**config.mk**
```make
export PLATFORM = sky130hd
export DESIGN_NAME = care_scheduler
export DESIGN_NICKNAME = d
export VERILOG_FILES = /design/src/rtl/care_pkg.sv /design/src/rtl/care_rr_arbiter.sv /design/src/rtl/care_scheduler.sv
export SDC_FILE = /design/constraint.sdc
export NUM_CORES = 1
export LEC_CHECK = 0
export CAP_MARGIN = 20
export CORE_MARGIN = 2
export CORE_UTILIZATION = 53
export CTS_CLUSTER_SIZE = 28
export DETAILED_ROUTE_END_ITERATION = 16
export HOLD_SLACK_MARGIN = 0.1
export PLACE_DENSITY = 0.8
export SLEW_MARGIN = 40
export SYNTH_ARGS = -nofsm -noshare
export SYNTH_HDL_FRONTEND = slang
export SYNTH_SLANG_ARGS = --single-unit
```
**constraint.sdc**
```tcl
create_clock -name clk -period 3.75 [get_ports clk]
set_clock_uncertainty 0.1 [all_clocks]
set_input_delay 0.75 -clock clk [delete_from_list [all_inputs] [get_ports clk]]
set_output_delay 0.75 -clock clk [all_outputs]
set_load 0.1 [all_outputs]
```
**src/rtl/care_pkg.sv**
```systemverilog
// Shared definitions for the care-action scheduler: action indices, widths, FSM states
// and one-hot helpers used by care_scheduler and care_rr_arbiter.
package care_pkg;
    localparam int NUM_ACT = 6;
    localparam int STAT_W  = 4;
    localparam int IDX_W   = 3;
    localparam int BUS_W   = 8;

    localparam logic [IDX_W-1:0] ACT_FEED   = 3'd0;
    localparam logic [IDX_W-1:0] ACT_PLAY   = 3'd1;
    localparam logic [IDX_W-1:0] ACT_HEAL   = 3'd2;
    localparam logic [IDX_W-1:0] ACT_CLEAN  = 3'd3;
    localparam logic [IDX_W-1:0] ACT_REST   = 3'd4;
    localparam logic [IDX_W-1:0] ACT_SOCIAL = 3'd5;
    localparam logic [IDX_W-1:0] ACT_NONE   = 3'd7;

    typedef enum logic [1:0] {
        S_IDLE,
        S_ISSUE,
        S_COOL
    } state_t;

    function automatic logic [NUM_ACT-1:0] act_mask(input logic [IDX_W-1:0] idx);
        act_mask      = '0;
        act_mask[idx] = 1'b1;
    endfunction

    function automatic logic [BUS_W-1:0] bus_onehot(input logic [IDX_W-1:0] idx);
        bus_onehot      = '0;
        bus_onehot[idx] = 1'b1;
    endfunction
endpackage

```
**src/rtl/care_rr_arbiter.sv**
```systemverilog
// Combinational masked round-robin pick over the eligible actions, starting at rr_ptr.
// With CARE_URGENCY_PRIO_EN defined, the highest stat level wins and round-robin order breaks ties.
module care_rr_arbiter
    import care_pkg::*;
(
    input  logic [NUM_ACT-1:0]        elig,
    input  logic [IDX_W-1:0]          rr_ptr,
    input  logic [NUM_ACT*STAT_W-1:0] lvl,
    output logic                      valid,
    output logic [IDX_W-1:0]          idx
);
    localparam logic [IDX_W:0] NUM_W = (IDX_W+1)'(NUM_ACT);

    logic [IDX_W:0]   sum;
    logic [IDX_W-1:0] pos;

`ifdef CARE_URGENCY_PRIO_EN
    logic [STAT_W-1:0] lv [NUM_ACT];
    logic [STAT_W-1:0] best;

    for (genvar g = 0; g < NUM_ACT; g++) begin : g_lv
        assign lv[g] = lvl[g*STAT_W +: STAT_W];
    end

    // Walk in round-robin order; only a strictly higher level displaces the current pick.
    always_comb begin
        valid = 1'b0;
        idx   = '0;
        best  = '0;
        sum   = '0;
        pos   = '0;
        for (int k = 0; k < NUM_ACT; k++) begin
            sum = {1'b0, rr_ptr} + (IDX_W+1)'(k);
            if (sum >= NUM_W) sum = sum - NUM_W;
            pos = sum[IDX_W-1:0];
            if (elig[pos] && (!valid || lv[pos] > best)) begin
                valid = 1'b1;
                idx   = pos;
                best  = lv[pos];
            end
        end
    end
`else
    logic unused_lvl;
    assign unused_lvl = ^lvl;

    always_comb begin
        valid = 1'b0;
        idx   = '0;
        sum   = '0;
        pos   = '0;
        for (int k = 0; k < NUM_ACT; k++) begin
            sum = {1'b0, rr_ptr} + (IDX_W+1)'(k);
            if (sum >= NUM_W) sum = sum - NUM_W;
            pos = sum[IDX_W-1:0];
            if (elig[pos] && !valid) begin
                valid = 1'b1;
                idx   = pos;
            end
        end
    end
`endif
endmodule

```
**src/rtl/care_scheduler.sv**
```systemverilog
// Care-action scheduler: latches request pulses, issues one one-hot decrement pulse at a time,
// then waits COOL_TICKS prescaler ticks. CARE_URGENCY_PRIO_EN enables urgency-first selection.
module care_scheduler
    import care_pkg::*;
#(
    parameter int TICK_DIV   = 1000,
    parameter int COOL_TICKS = 4
) (
    input  logic                      clk,
    input  logic                      reset,
    input  logic [NUM_ACT-1:0]        req,
    input  logic [NUM_ACT*STAT_W-1:0] stat_lvl,
    output logic [BUS_W-1:0]          act_out,
    output logic                      busy,
    output logic [NUM_ACT-1:0]        pending,
    output logic [IDX_W-1:0]          last_act
);
    localparam int PS_W = (TICK_DIV > 1) ? $clog2(TICK_DIV) : 1;
    localparam int CD_W = (COOL_TICKS > 0) ? $clog2(COOL_TICKS + 1) : 1;
    localparam logic [PS_W-1:0]  PS_LAST  = PS_W'(TICK_DIV - 1);
    localparam logic [CD_W-1:0]  CD_LOAD  = CD_W'(COOL_TICKS);
    localparam logic [CD_W-1:0]  CD_ONE   = CD_W'(1);
    localparam logic [IDX_W-1:0] IDX_LAST = IDX_W'(NUM_ACT - 1);

    state_t             state;
    logic [IDX_W-1:0]   sel;
    logic [IDX_W-1:0]   rr_ptr;
    logic [PS_W-1:0]    prescaler;
    logic [CD_W-1:0]    cooldown;
    logic               tick;
    logic [NUM_ACT-1:0] nonzero;
    logic [NUM_ACT-1:0] eligible;
    logic [NUM_ACT-1:0] clr_mask;
    logic               pick_vld;
    logic [IDX_W-1:0]   pick_idx;

    for (genvar g = 0; g < NUM_ACT; g++) begin : g_nz
        assign nonzero[g] = |stat_lvl[g*STAT_W +: STAT_W];
    end

    assign eligible = pending & nonzero;
    assign tick     = (prescaler == PS_LAST);

    // IDLE drops requests for exhausted stats; ISSUE retires the served one.
    always_comb begin
        clr_mask = '0;
        case (state)
            S_IDLE:  clr_mask = pending & ~nonzero;
            S_ISSUE: clr_mask = act_mask(sel);
            default: clr_mask = '0;
        endcase
    end

    care_rr_arbiter u_arb (
        .elig   (eligible),
        .rr_ptr (rr_ptr),
        .lvl    (stat_lvl),
        .valid  (pick_vld),
        .idx    (pick_idx)
    );

    always_ff @(posedge clk or posedge reset) begin
        if (reset) begin
            state     <= S_IDLE;
            sel       <= '0;
            rr_ptr    <= '0;
            prescaler <= '0;
            cooldown  <= '0;
            act_out   <= '0;
            busy      <= 1'b0;
            pending   <= '0;
            last_act  <= ACT_NONE;
        end else begin
            prescaler <= tick ? '0 : prescaler + PS_W'(1);
            // New requests are OR-ed in after clearing so a same-cycle set wins.
            pending   <= (pending & ~clr_mask) | req;
            act_out   <= '0;
            case (state)
                S_IDLE: begin
                    if (pick_vld) begin
                        sel     <= pick_idx;
                        act_out <= bus_onehot(pick_idx);
                        state   <= S_ISSUE;
                        busy    <= 1'b1;
                    end
                end
                S_ISSUE: begin
                    last_act <= sel;
                    rr_ptr   <= (sel == IDX_LAST) ? '0 : sel + IDX_W'(1);
                    if (COOL_TICKS == 0) begin
                        state <= S_IDLE;
                        busy  <= 1'b0;
                    end else begin
                        state    <= S_COOL;
                        cooldown <= CD_LOAD;
                    end
                end
                S_COOL: begin
                    if (tick) begin
                        if (cooldown <= CD_ONE) begin
                            cooldown <= '0;
                            state    <= S_IDLE;
                            busy     <= 1'b0;
                        end else begin
                            cooldown <= cooldown - CD_ONE;
                        end
                    end
                end
                default: begin
                    state <= S_IDLE;
                    busy  <= 1'b0;
                end
            endcase
        end
    end
endmodule
```
==> impl_summary.txt, run 1 <==
----------------------------------------------------
[Synthesis]
  Top-count cell post-synth ... nand2_1
  Warnings, synthesis ... 0
  Commonest cells post-synth ... 38 x nand2_1, 36 x dfrtp_1, 22 x nor2_1
  Sequential fraction of the synthesis area ... 34.4%
  Seq cells post-synth ... 39
  Top area cells in the synthesized netlist ... dfrtp_1 32%, nand2_1 5.0%, ha_1 4.8%
  Proportion of register bits with asynchronous set or reset after synthesis ... 100%
  Post-Syn Area ... 0.00285 sq mm
  Number of flops mapped to enable cells by yosys ... 0
  Count of mapped cells out of synthesis ... 304
  Number of distinct standard cells referenced by the synthesized netlist ... 68
  Area share of the largest cell type after synthesis ... 31.6%
  Post-synthesis area per instance ... 9.38 sq um
  Library cell with the largest summed area after synthesis ... dfrtp_1
  Most frequently used flop master after synthesis ... dfrtp_1

[STA]
  Setup Viol. Count Final ... 0
  Post-route setup TNS ... 0 ns
  Actual slew at the worst max-slew pin ... 0.498 ns
  Tmin final ... 3.34 ns
  Hold slack final ... 0.357 ns
  Final Cycle Share ... 89.1%
  F_max ... 0.299 GHz
  Number of hold violations in the final report ... 0
  Unrepaired setup endpoints after global routing ... false
  Number of slew-limit violations in the final report ... 0
  Remaining max-slew budget at the tightest pin ... 66.6%
  Final WS setup ... 0.408 ns

[Setup path]
  Kind of capture point of the worst setup path ... register
  Cell with the largest stage delay on the worst path ... o41ai_2
  Longest individual stage delay on the worst path ... 0.54 ns
  Worst-path maximum fanout ... 9
  Required @ worst endpoint ... 3.83 ns
  Reg-to-reg startpoint ... rr_ptr[1]$_DFFE_PP0P_
  Category of cells accounting for the largest share of critical-path delay ... compound AO/OA/AOI/OAI gates
  Count of buffer and inverter cells on the critical path ... 2
  Crit path launch ... stat_lvl[1]
  Cells traversed along the worst timing path ... clkdlybuf4s50_1, o41ai_2, mux2i_1, a211o_1, nand2b_4, nor4_4, a311o_1, buf_4, and4bb_1
  Startpoint kind of the worst setup timing path ... input pin
  Category of the most critical setup path ... in -> reg
  Crit path arrival time ... 3.43 ns

[Detailed routing]
  Via count of the routed design ... 2574
  Iteration-0 DRC Markers ... 195
  Number of nets still failing antenna checks after routing ... 0
  Avg Vias per Cell ... 6.03
  Number of detailed-route iterations in the first pass ... 5
  Remaining design rule violation count ... 0
  Drt wl/cell ... 16.6 um
  Final Routed Wirelength ... 7080 um

[Place]
  Pre-CTS setup slack ... 0.113 ns
  Number of placed cells counting well taps ... 420
  Routability cong. ... 0.921
  Count of input and output buffers ... 49
  Half-perimeter wire length of the detailed placement result ... 5320 um

[Global route]
  Total global routing overflow ... 0
  Busiest layer in global routing ... met2
  Vias in the first global route ... 2451
  Initial antenna violation count ... 0
  Global-route wire length before repair ... 11800 um
  GRT met1 Usage ... 34.9%
  Largest net degree at the start of global routing ... 40
  GR Util met3 ... 5.00%
  Global-route met2 utilization ... 37.2%
  GRT Overall Usage ... 24.4%

[Pwr]
  Internal Power ... 0.000710 W
  Leak Pwr ... 1.48 nW
  Clk pwr share ... 32.8%
  Switching power as a share of total power ... 31.1%
  Power dissipated by switching net loads ... 0.000321 W
  Portion of total power attributed to combinational logic ... 20.8%
  Part of the power in registers ... 46.4%
  Power per standard cell area ... 299 mW/mm^2
  Largest vdd supply drop ... 0.000351 V

[Finish]
  Total inserted antenna cells ... 0
  Fraction of layout cells with a size suffix above 1 ... 16.0%
  Final std cells w/o fill ... 427
  Total area of multi-input combinational cells ... 0.00176 sq mm
  Final Net Count ... 400
  Synth-to-Final Area Change ... 20.8%
  Register Area ... 980 sq um
  Fillers ... 434

[CTS]
  Clock transition at the register clock pins on the worst setup and hold paths after CTS ... 0.08 ns
  CTS Root Cell ... clkbuf_8
  Setup Fix Bufs, Post-CTS ... 0
  TritonCTS clock tree ... yes
  Count of clock tree sinks ... 39
  Post-cts gate resize count ... 0
  Later-pin clock latency in the skew report ... 0.30 ns
  Cts bufs inserted ... 5
  Hold-fix buffers, CTS ... 0
  Number of H-tree branching levels ... 2
  Buffers from clock root to sink, at most ... 2

[Status]
  Status ... complete, no violations

[Flow run]
  Maxcap violations ... 0

[Floorplan]
  Die area ... 0.00598 sq mm
  Number of placed I/O pins ... 50
  Initial cell density of the core ... 55.5%
  Total core area ... 0.00514 sq mm
  Vertical die dimension ... 77.4 um
  Horizontal die dimension ... 77.4 um
  Rows ... 26

[Hold path]
  Kind of path behind the tightest hold check ... reg -> reg
  Hold_sp ... last_act[2]$_DFFE_PP1P_

----------------------------------------------------
[flip-flops by register name, indices dropped and copies added (netlist names)]
signal / flops
rr_ptr: 3
last_act: 3
busy: 1
act_out: 8
cooldown: 3
pending: 6
prescaler: 10
sel: 3
state: 2
[layout make-up]
cell class | instances | area share, %
clock buffer | 6 | 2.11
clock inverter | 1 | 0.872
inverter | 14 | 1.60
multi-input combinational | 240 | 51.1
sequential | 39 | 28.4
tap | 70 | 2.54
timing repair buffer | 57 | 13.4
[metal layers]
layer	wire length (um)	part of all wire [%]	vias to the layer above
met4	155	2.2	0
met3	526	7.4	14
met1	3230	46	1210
met5	0	0	-
li1	-	-	1232
met2	3160	45	118
[worst reg2reg max path, stage by stage (launching register included)]
cell and delay [ns]:
dfrtp_1 0.43, inv_1 0.14, ha_1 0.43, or4b_1 0.54
o32ai_1 0.27, a211o_1 0.27, nor2_1 0.09, and3_1 0.18
a311o_1 0.39, mux2_4 0.28
[metrics by stage]
stage               power (W)  instance area [sq um]  util [%]
CTS                   0.00103                   3440      66.9
finish                0.00103                   3440      67.0
global route          0.00107                   3440      67.0
detailed placement   0.000699                   3330      64.9
floorplan            0.000621                   2860         -
global placement     0.000707                   3420      66.6
[path summary, 6_finish.rpt]
kind,endpoint,slack [ns],cells past startpoint
max,act_out[0]$_DFF_PP0_,0.41,9
min,last_act[2]$_DFFE_PP1P_,0.36,2
max reg2reg,sel[0]$_DFFE_PP0P_,0.52,9
min reg2reg,last_act[2]$_DFFE_PP1P_,0.36,2
max in group asynchronous,last_act[2]$_DFFE_PP1P_,2.44,3
min in group asynchronous,act_out[4]$_DFF_PP0_,0.76,3
[layout by cell type (no fill, tap or decap), types with 4 or more instances in the layout]
| cell type | instances |
|---|---|
| nand2_1 | 38 |
| nor2b_1 | 4 |
| nand3_1 | 12 |
| o32ai_1 | 5 |
| o21ai_0 | 9 |
| inv_1 | 12 |
| buf_2 | 18 |
| a22oi_1 | 4 |
| nor3_1 | 9 |
| a21o_1 | 7 |
| xor2_1 | 5 |
| and2_1 | 4 |
| o31ai_1 | 4 |
| nor2_1 | 22 |
| dfrtp_1 | 36 |
| mux2i_1 | 7 |
| buf_4 | 8 |
| nor4_1 | 6 |
| nor4_4 | 4 |
| a21oi_1 | 12 |
| nand2b_1 | 6 |
| clkdlybuf4s50_1 | 31 |
| and3_1 | 4 |
| clkbuf_8 | 5 |
| ha_1 | 10 |
| xnor2_1 | 9 |
[cells by family after synthesis]
| kind of cell | synth area share (%) |
|---|---|
| AOI/OAI and AO/OA | 22.8 |
| xor gates and xnor gates | 5.27 |
| adders and majority gates | 4.83 |
| buffers and inverters | 4.34 |
| DFF | 34.4 |
| muxes | 2.98 |
| other | 0.132 |
| and+or+nand+nor | 25.3 |
[power groups by stage]
stage	sequential, W	clock (W)	combinational [W]
3_3_place_gp	0.000485	0	0.000222
5_1_grt	0.000481	0.000361	0.000228
2_1_floorplan	0.000538	0	0.0000828
3_5_place_dp	0.000484	0	0.000215
4_1_cts	0.000477	0.000339	0.000215
6_report	0.000478	0.000338	0.000215
Power figures use the tool's default switching activity.
==> run 2, diff against run 1 <==
- PLACE_DENSITY: 0.8 -> 0.81
- SYNTH_HIERARCHICAL: not set -> 1
- TNS_END_PERCENT: not set -> 10
==> run 2 against run 1 <==
Net effect:
- global-route usage is 0.63 points lower
- worst hold slack better by 0.0039 ns
- sequential share of layout area is 0.30 points higher
- clock-buffer cell count is 1 lower
- non-clock buffer count is 18 higher
- sequential power is 21% higher
- via count is 7.4% lower
- sequential cell count stayed put
- setup slack worse by 0.20 ns
- clock power is 16% lower
- first-iteration DRC count is 34% lower
- design area is 1.1% lower
- critical endpoint is now sel[2]$_DFFE_PP0P_
==> impl_summary.txt, run 2 <==
----------------------------------------------------
[Setup path]
  Kind of capture point of the worst setup path ... register (unchanged)
  Crit path arrival time ... 3.62 ns (was 3.43 ns)
  Count of buffer and inverter cells on the critical path ... 1 (was 2)
  Reg-to-reg startpoint ... rr_ptr[2]$_DFFE_PP0P_ (was rr_ptr[1]$_DFFE_PP0P_)
  Endpoint of the most critical register-to-register path ... act_out[0]$_DFF_PP0_ (was sel[0]$_DFFE_PP0P_)
  Required @ worst endpoint ... 3.83 ns (about the same)
  Cell with the largest stage delay on the worst path ... or3b_1 (was o41ai_2)
  Category of cells accounting for the largest share of critical-path delay ... simple AND/OR/NAND/NOR gates (was compound AO/OA/AOI/OAI gates)
  Worst-path maximum fanout ... 6 (was 9)
  Flop2flop setup slack ... 0.50 ns (was 0.52 ns)
  Category of the most critical setup path ... in -> reg (unchanged)
  R2R cell count ... 11 (was 9)
  Worst setup endpoint ... sel[2]$_DFFE_PP0P_ (was act_out[0]$_DFF_PP0_)
  Critical path depth ... 11 (was 9)
  Longest individual stage delay on the worst path ... 0.42 ns (was 0.54 ns)
  Startpoint kind of the worst setup timing path ... input pin (unchanged)
  Cells traversed along the worst timing path ... clkdlybuf4s50_1, nor4_1, nor2b_1, mux2i_1, or3b_1, a31oi_4, nand2_2, nor4_4, nand4b_1, and2_1, mux2_1 (was clkdlybuf4s50_1, o41ai_2, mux2i_1, a211o_1, nand2b_4, nor4_4, a311o_1, buf_4, and4bb_1)
  Crit path launch ... stat_lvl[1] (unchanged)

[Synthesis]
  Seq cells post-synth ... 39 (unchanged)
  Top-count cell post-synth ... dfrtp_1 (was nand2_1)
  Net Count, Synth ... 331
  Number of distinct standard cells referenced by the synthesized netlist ... 61 (was 68)
  Most frequently used flop master after synthesis ... dfrtp_1 (unchanged)
  Post-synthesis area per instance ... 9.37 sq um (was 9.38 sq um)
  Proportion of register bits with asynchronous set or reset after synthesis ... 100% (unchanged)
  Number of flops mapped to enable cells by yosys ... 0 (unchanged)
  Area share of the largest cell type after synthesis ... 33.5% (was 31.6%)
  Post-Syn Area ... 0.00269 sq mm (was 0.00285 sq mm)
  Library cell with the largest summed area after synthesis ... dfrtp_1 (unchanged)
  Sequential fraction of the synthesis area ... 36.4% (was 34.4%)
  Top area cells in the synthesized netlist ... dfrtp_1 34%, ha_1 5.6%, nand2_1 3.5% (was dfrtp_1 32%, nand2_1 5.0%, ha_1 4.8%)
  Commonest cells post-synth ... 36 x dfrtp_1, 25 x nand2_1, 25 x nor2_1 (was 38 x nand2_1, 36 x dfrtp_1, 22 x nor2_1)
  Count of mapped cells out of synthesis ... 287 (was 304)
  Warnings, synthesis ... 6 (was 0)

[CTS]
  Clock transition at the register clock pins on the worst setup and hold paths after CTS ... 0.08 ns (about the same)
  Later-pin clock latency in the skew report ... 0.29 ns (was 0.30 ns)
  Number of H-tree branching levels ... 2 (unchanged)
  Hold-fix buffers, CTS ... 0 (unchanged)
  Buffers from clock root to sink, at most ... 2 (unchanged)
  TritonCTS clock tree ... yes (unchanged)
  Cts bufs inserted ... 5 (unchanged)
  Count of clock tree sinks ... 39 (unchanged)
  CTS Root Cell ... clkbuf_8 (unchanged)

[Floorplan]
  Total core area ... 0.00482 sq mm (was 0.00514 sq mm)
  Initial cell density of the core ... 55.8% (was 55.5%)
  Vertical die dimension ... 75.2 um (was 77.4 um)
  Horizontal die dimension ... 75.2 um (was 77.4 um)
  Die area ... 0.00566 sq mm (was 0.00598 sq mm)
  Number of placed I/O pins ... 50 (unchanged)
  Rows ... 25 (was 26)

[STA]
  Remaining max-slew budget at the tightest pin ... 47.1% (was 66.6%)
  Post-route setup TNS ... 0 ns (unchanged)
  Unrepaired setup endpoints after global routing ... false (unchanged)
  F_max ... 0.282 GHz (was 0.299 GHz)
  Number of slew-limit violations in the final report ... 0 (unchanged)
  Tmin final ... 3.54 ns (was 3.34 ns)
  Actual slew at the worst max-slew pin ... 0.785 ns (was 0.498 ns)
  Number of hold violations in the final report ... 0 (unchanged)
  Setup Viol. Count Final ... 0 (unchanged)
  Final Cycle Share ... 94.4% (was 89.1%)

[Detailed routing]
  Number of nets still failing antenna checks after routing ... 0 (unchanged)
  Number of detailed-route iterations in the first pass ... 4 (was 5)
  Avg Vias per Cell ... 5.58 (was 6.03)
  Via count of the routed design ... 2383 (was 2574)
  Iteration-0 DRC Markers ... 129 (was 195)
  Final Routed Wirelength ... 6280 um (was 7080 um)
  Drt wl/cell ... 14.7 um (was 16.6 um)
  Remaining design rule violation count ... 0 (unchanged)

[Flow run]
  Maxcap violations ... 0 (unchanged)

[Global route]
  Vias in the first global route ... 2339 (was 2451)
  Global-route wire length before repair ... 10300 um (was 11800 um)
  Busiest layer in global routing ... met2 (unchanged)
  GRT met1 Usage ... 31.1% (was 34.9%)
  Total global routing overflow ... 0 (unchanged)
  Largest net degree at the start of global routing ... 40 (unchanged)
  GRT Overall Usage ... 23.7% (was 24.4%)
  Initial antenna violation count ... 0 (unchanged)
  Global-route met2 utilization ... 40.1% (was 37.2%)
  GR Util met3 ... 4.82% (was 5.00%)

[Place]
  Number of placed cells counting well taps ... 419 (was 420)
  Routability cong. ... 0.849 (was 0.921)
  Count of input and output buffers ... 49 (unchanged)
  Half-perimeter wire length of the detailed placement result ... 4830 um (was 5320 um)

[Finish]
  Fraction of layout cells with a size suffix above 1 ... 22.5% (was 16.0%)
  Final Net Count ... 403 (was 400)
  Top flop regs ... prescaler x10, act_out x8, pending x6 (unchanged)
  Highest-count cells in the layout ignoring fill and taps ... 36 x dfrtp_1, 31 x clkdlybuf4s50_1, 26 x buf_4 (was 38 x nand2_1, 36 x dfrtp_1, 31 x clkdlybuf4s50_1)
  Synth-to-Final Area Change ... 26.8% (was 20.8%)
  Most frequent standard cell in the layout excluding fill and tap cells ... dfrtp_1 (was nand2_1)
  Final std cells w/o fill ... 427 (unchanged)
  Number of flip-flops in the largest register ... 10 (unchanged)
  Total inserted antenna cells ... 0 (unchanged)
  Register with the most flip-flops ... prescaler (unchanged)

[Hold path]
  Kind of path behind the tightest hold check ... reg -> reg (unchanged)

[Status]
  Status ... complete, no violations (unchanged)

[Pwr]
  Largest vdd supply drop ... 0.000479 V (was 0.000351 V)
  Leak Pwr ... 1.47 nW (was 1.48 nW)
  Power per standard cell area ... 885 mW/mm^2 (was 299 mW/mm^2)

----------------------------------------------------
run 2: cell count changes in the layout (fill, tap and decap cells not counted), sizes merged, moves of 4 or more:
cell    change
o32ai       -6
nand2      -10
a31oi       +8
nand3       -7
nor2b       +9
nor2        +4
o31ai       -4
nand2b      +4
buf        +18
run 2: area by class of cell:
type,instances,area [sq um]
fillers,395,1410
multi-input cells,227,1620
clock inverters,3,20.0
well taps,67,83.8
clock buffers,5,68.8
flip-flops and latches,39,980
inverters,11,41.3
repair buffers,75,596
run 2: tightest hold or removal path, delay by kind of cell (launching register included):
kind             cells  cell delay (ns)
DFF                  1             0.37
and+or+nand+nor      2             0.10
run 2: logic make-up (layout without fill, tap and decap cells):
family          count (synthesis)  after routing  share of synthesized area, %
simple gates                  122            122                          26.2
fa+ha+maj                      12             12                          5.58
flops                          39             39                          36.4
mux                            14             14                          5.54
buf+inv                        21             94                          4.19
compound gates                 66             66                          17.5
xor+xnor                       13             13                          4.51
run 2: stage by stage:
step,worst slack [ns],hold WS [ns],power (W),utilization (%),instance area (sq um)
after floorplan,0.534,0.330,0.00210,-,2690
after global routing,0.0203,0.386,0.00321,70.8,3410
after global placement,-0.123,0.351,0.00266,70.3,3390
after CTS,0.0784,0.363,0.00297,70.3,3390
final,0.209,0.361,0.00302,70.8,3410
after detailed placement,-0.174,0.346,0.00267,68.4,3300
run 2: power breakdown:
| part | internal, W | switching [W] | leakage [nW] |
|---|---|---|---|
| registers | 0.000502 | 0.0000775 | 0.465 |
| logic | 0.000863 | 0.00129 | 0.963 |
| clock network | 0.000129 | 0.000154 | 0.0402 |
run 2: timing repair:
| item | in CTS | in global routing |
|---|---|---|
| setup endpoints to repair | 0 | 11 |
| buffers inserted | 0 | 0 |
| gates resized for setup | 0 | 4 |
run 2: how the worst min path moves through the flow:
| stage | startpoint | end | slack [ns] | depth (start not counted) |
|---|---|---|---|---|
| finish | last_act[2]$_DFFE_PP1P_ | last_act[2]$_DFFE_PP1P_ | 0.36 | 2 |
| global route | prescaler[0]$_DFF_PP0_ | prescaler[0]$_DFF_PP0_ | 0.39 | 1 |
| CTS | last_act[2]$_DFFE_PP1P_ | last_act[2]$_DFFE_PP1P_ | 0.36 | 2 |
| detailed placement | last_act[2]$_DFFE_PP1P_ | last_act[2]$_DFFE_PP1P_ | 0.35 | 2 |
| global placement | last_act[1]$_DFFE_PP1P_ | last_act[1]$_DFFE_PP1P_ | 0.35 | 2 |
| floorplan | prescaler[0]$_DFF_PP0_ | prescaler[0]$_DFF_PP0_ | 0.33 | 1 |
run 2: routing by layer:
layer  up-vias  wire [um]
met2        57       3220
li1       1169          -
met5         -          0
met3        12        286
met1      1145       2680
met4         0         91
==> run 3, diff against run 2 <==
- CORE_UTILIZATION: 53 -> 37
- MAX_ROUTING_LAYER: not set -> met4
- PLACE_DENSITY: 0.81 -> not set
- clock period: 3.75 -> 3.7 ns (I/O delays scaled with it)
==> run 3 against run 2 <==
Net effect:
- first-iteration DRC count fell by 29%
- non-clock buffer count rose by 4
- worst hold slack improved by 0.0019 ns
- register-to-register slack improved by 0.02 ns
- final cell count rose by 8.4%
- global-route usage fell by 6.2 points
- clock power rose by 1%
- sequential cell count did not move
- sequential share of layout area fell by 0.71 points
- critical endpoint is now sel[1]$_DFFE_PP0P_
- total power rose by 0.10%
==> impl_summary.txt, run 3 (synthesis results as in run 2) <==
----------------------------------------------------
[Floorplan]
  Die area ... 0.00796 sq mm (was 0.00566 sq mm)
  Horizontal die dimension ... 89.2 um (was 75.2 um)
  Initial cell density of the core ... 37.7% (was 55.8%)
  Rows ... 31 (was 25)
  Vertical die dimension ... 89.2 um (was 75.2 um)
  Total core area ... 0.00714 sq mm (was 0.00482 sq mm)
  Number of placed I/O pins ... 50 (unchanged)

[Finish]
  Most frequent standard cell in the layout excluding fill and tap cells ... dfrtp_1 (unchanged)
  Highest-count cells in the layout ignoring fill and taps ... 36 x dfrtp_1, 33 x buf_4, 31 x clkdlybuf4s50_1 (was 36 x dfrtp_1, 31 x clkdlybuf4s50_1, 26 x buf_4)
  Fillers ... 712 (was 395)
  Fraction of layout cells with a size suffix above 1 ... 23.9% (was 22.5%)
  Final Net Count ... 407 (was 403)
  Synth-to-Final Area Change ... 30.0% (was 26.8%)
  Total inserted antenna cells ... 0 (unchanged)
  Top flop regs ... prescaler x10, act_out x8, pending x6 (unchanged)
  Number of flip-flops in the largest register ... 10 (unchanged)
  Register with the most flip-flops ... prescaler (unchanged)
  Layout Cell Area excl Fill ... 0.00349 sq mm (was 0.00341 sq mm)

[Pwr]
  Part of the power in registers ... 19.3% (was 19.2%)
  Internal Power ... 0.00150 W (was 0.00149 W)
  Power per standard cell area ... 864 mW/mm^2 (was 885 mW/mm^2)
  Leak Pwr ... 1.49 nW (was 1.47 nW)
  Switching power as a share of total power ... 50.3% (was 50.4%)
  Portion of total power attributed to combinational logic ... 71.2% (was 71.4%)
  Clk pwr share ... 9.5% (was 9.4%)
  Power dissipated by switching net loads ... 0.00152 W (about the same)
  Design Power ... 0.00302 W (about the same)
  Largest vdd supply drop ... 0.000396 V (was 0.000479 V)

[Global route]
  GRT Overall Usage ... 17.5% (was 23.7%)
  Total global routing overflow ... 0 (unchanged)
  Largest net degree at the start of global routing ... 23 (was 40)
  Vias in the first global route ... 2304 (was 2339)
  Global-route wire length before repair ... 10600 um (was 10300 um)
  Initial antenna violation count ... 0 (unchanged)

[Setup path]
  Crit path launch ... stat_lvl[19] (was stat_lvl[1])
  Required @ worst endpoint ... 3.78 ns (was 3.83 ns)
  Category of the most critical setup path ... in -> reg (unchanged)
  R2R cell count ... 10 (was 11)
  Flop2flop setup slack ... 0.52 ns (was 0.50 ns)
  Startpoint kind of the worst setup timing path ... input pin (unchanged)
  Worst-path maximum fanout ... 6 (unchanged)
  Endpoint of the most critical register-to-register path ... act_out[2]$_DFF_PP0_ (was act_out[0]$_DFF_PP0_)
  Reg-to-reg startpoint ... rr_ptr[0]$_DFFE_PP0P_ (was rr_ptr[2]$_DFFE_PP0P_)
  Kind of capture point of the worst setup path ... register (unchanged)
  Crit path arrival time ... 3.53 ns (was 3.62 ns)

[Detailed routing]
  Drt wl/cell ... 13.8 um (was 14.7 um)
  Remaining design rule violation count ... 0 (unchanged)
  Number of nets still failing antenna checks after routing ... 0 (unchanged)
  Number of detailed-route iterations in the first pass ... 4 (unchanged)
  Iteration-0 DRC Markers ... 92 (was 129)
  Via count of the routed design ... 2365 (was 2383)
  Avg Vias per Cell ... 5.11 (was 5.58)
  Final Routed Wirelength ... 6390 um (was 6280 um)

[CTS]
  Count of clock tree sinks ... 39 (unchanged)
  Clock transition at the register clock pins on the worst setup and hold paths after CTS ... 0.07 ns (was 0.08 ns)
  Buffers from clock root to sink, at most ... 2 (unchanged)
  Number of H-tree branching levels ... 2 (unchanged)
  Cts bufs inserted ... 5 (unchanged)
  CTS Root Cell ... clkbuf_8 (unchanged)
  TritonCTS clock tree ... yes (unchanged)
  Later-pin clock latency in the skew report ... 0.30 ns (was 0.29 ns)
  Setup Fix Bufs, Post-CTS ... 0 (unchanged)

[Status]
  Status ... complete, no violations (unchanged)

[Place]
  Half-perimeter wire length of the detailed placement result ... 5010 um (was 4830 um)
  Placement-stage cell area ... 0.00337 sq mm (was 0.00330 sq mm)
  Pre-CTS setup slack ... -0.210 ns (was -0.174 ns)
  Count of input and output buffers ... 49 (unchanged)
  Routability cong. ... 0.914 (was 0.849)

[STA]
  Final WS setup ... 0.254 ns (was 0.209 ns)
  F_max ... 0.290 GHz
  Setup Viol. Count Final ... 0 (unchanged)
  Tmin final ... 3.45 ns
  Number of slew-limit violations in the final report ... 0 (unchanged)
  Unrepaired setup endpoints after global routing ... false (unchanged)
  Number of hold violations in the final report ... 0 (unchanged)
  Final Cycle Share ... 93.1%
  Remaining max-slew budget at the tightest pin ... 55.6% (was 47.1%)
  Actual slew at the worst max-slew pin ... 0.659 ns (was 0.785 ns)

[Hold path]
  Hold_sp ... last_act[2]$_DFFE_PP1P_ (unchanged)
  Kind of path behind the tightest hold check ... reg -> reg (unchanged)
  Hold endpoint ... last_act[2]$_DFFE_PP1P_ (unchanged)
  Instance count along the most critical hold path ... 2 (unchanged)

[Flow run]
  Maxcap violations ... 0 (unchanged)

----------------------------------------------------
## run 3: changes by cell type in the layout (fill, tap and decap cells not counted)
cell     previous run  this run
buf_4              26        33
mux2i_2             2         1
buf_2              18        15
nor4_2              1         3
inv_1              11        10
inv_2               0         1
mux2i_1             8         9
nor4_1              7         5
## run 3: worst max-delay path by stage
stage,endpoint,slack (ns),cells after the start
4_1_cts,act_out[2]$_DFF_PP0_,0.09,13
2_1_floorplan,sel[1]$_DFFE_PP0P_,0.49,11
3_3_place_gp,act_out[3]$_DFF_PP0_,-0.20,13
5_1_grt,sel[1]$_DFFE_PP0P_,0.009,13
6_report,sel[1]$_DFFE_PP0P_,0.25,13
3_5_place_dp,act_out[2]$_DFF_PP0_,-0.21,13
## run 3: cell type report
cell class	instances	area [sq um]	area share, %
multi-input cells	227	1630	46.6
flip-flops and latches	39	980	28.0
repair buffers	79	633	18.1
well taps	99	124	3.54
clock buffers	5	68.8	1.97
inverters	11	41.3	1.18
clock inverters	3	20.0	0.573
## run 3: per-layer routing
layer	GRT usage, %	routed length, um
met5	-	0
met4	5.83	95
met3	2.86	146
met2	28.5	3200
met1	22.3	2940
## run 3: what timing repair did
item                       in CTS  in global routing
hold buffers                    0                  0
setup endpoints to repair       0                 11
resized for setup               0                  5
## run 3: per-stage QoR
stage          setup TNS [ns]  hold WS, ns  cells  util (%)
2_1_floorplan               0        0.330    287         -
3_3_place_gp            -1.39        0.344    455      48.3
3_5_place_dp            -1.57        0.350    455      47.3
4_1_cts                     0        0.365    463      48.5
5_1_grt                     0        0.377    463      49.0
6_report                    0        0.363    463      49.0
## run 3: power by group through the flow
stage / clock network (W) / logic [W] / registers (W)
after global routing: 0.000319 / 0.00234 / 0.000594
after detailed placement: 0 / 0.00211 / 0.000591
final: 0.000287 / 0.00215 / 0.000583
after global placement: 0 / 0.00212 / 0.000592
after floorplan: 0 / 0.00127 / 0.000854
after CTS: 0.000297 / 0.00212 / 0.000583
## run 3: critical path, cell delays in order
cell,delay (ns)
clkdlybuf4s50_1,0.46
nor4_1,0.05
buf_4,0.13
nor2b_1,0.24
mux2i_1,0.12
buf_4,0.17
nor4b_1,0.41
nand3b_4,0.27
o211ai_1,0.12
nand2b_1,0.17
a22oi_2,0.17
o22ai_2,0.15
mux2_1,0.34
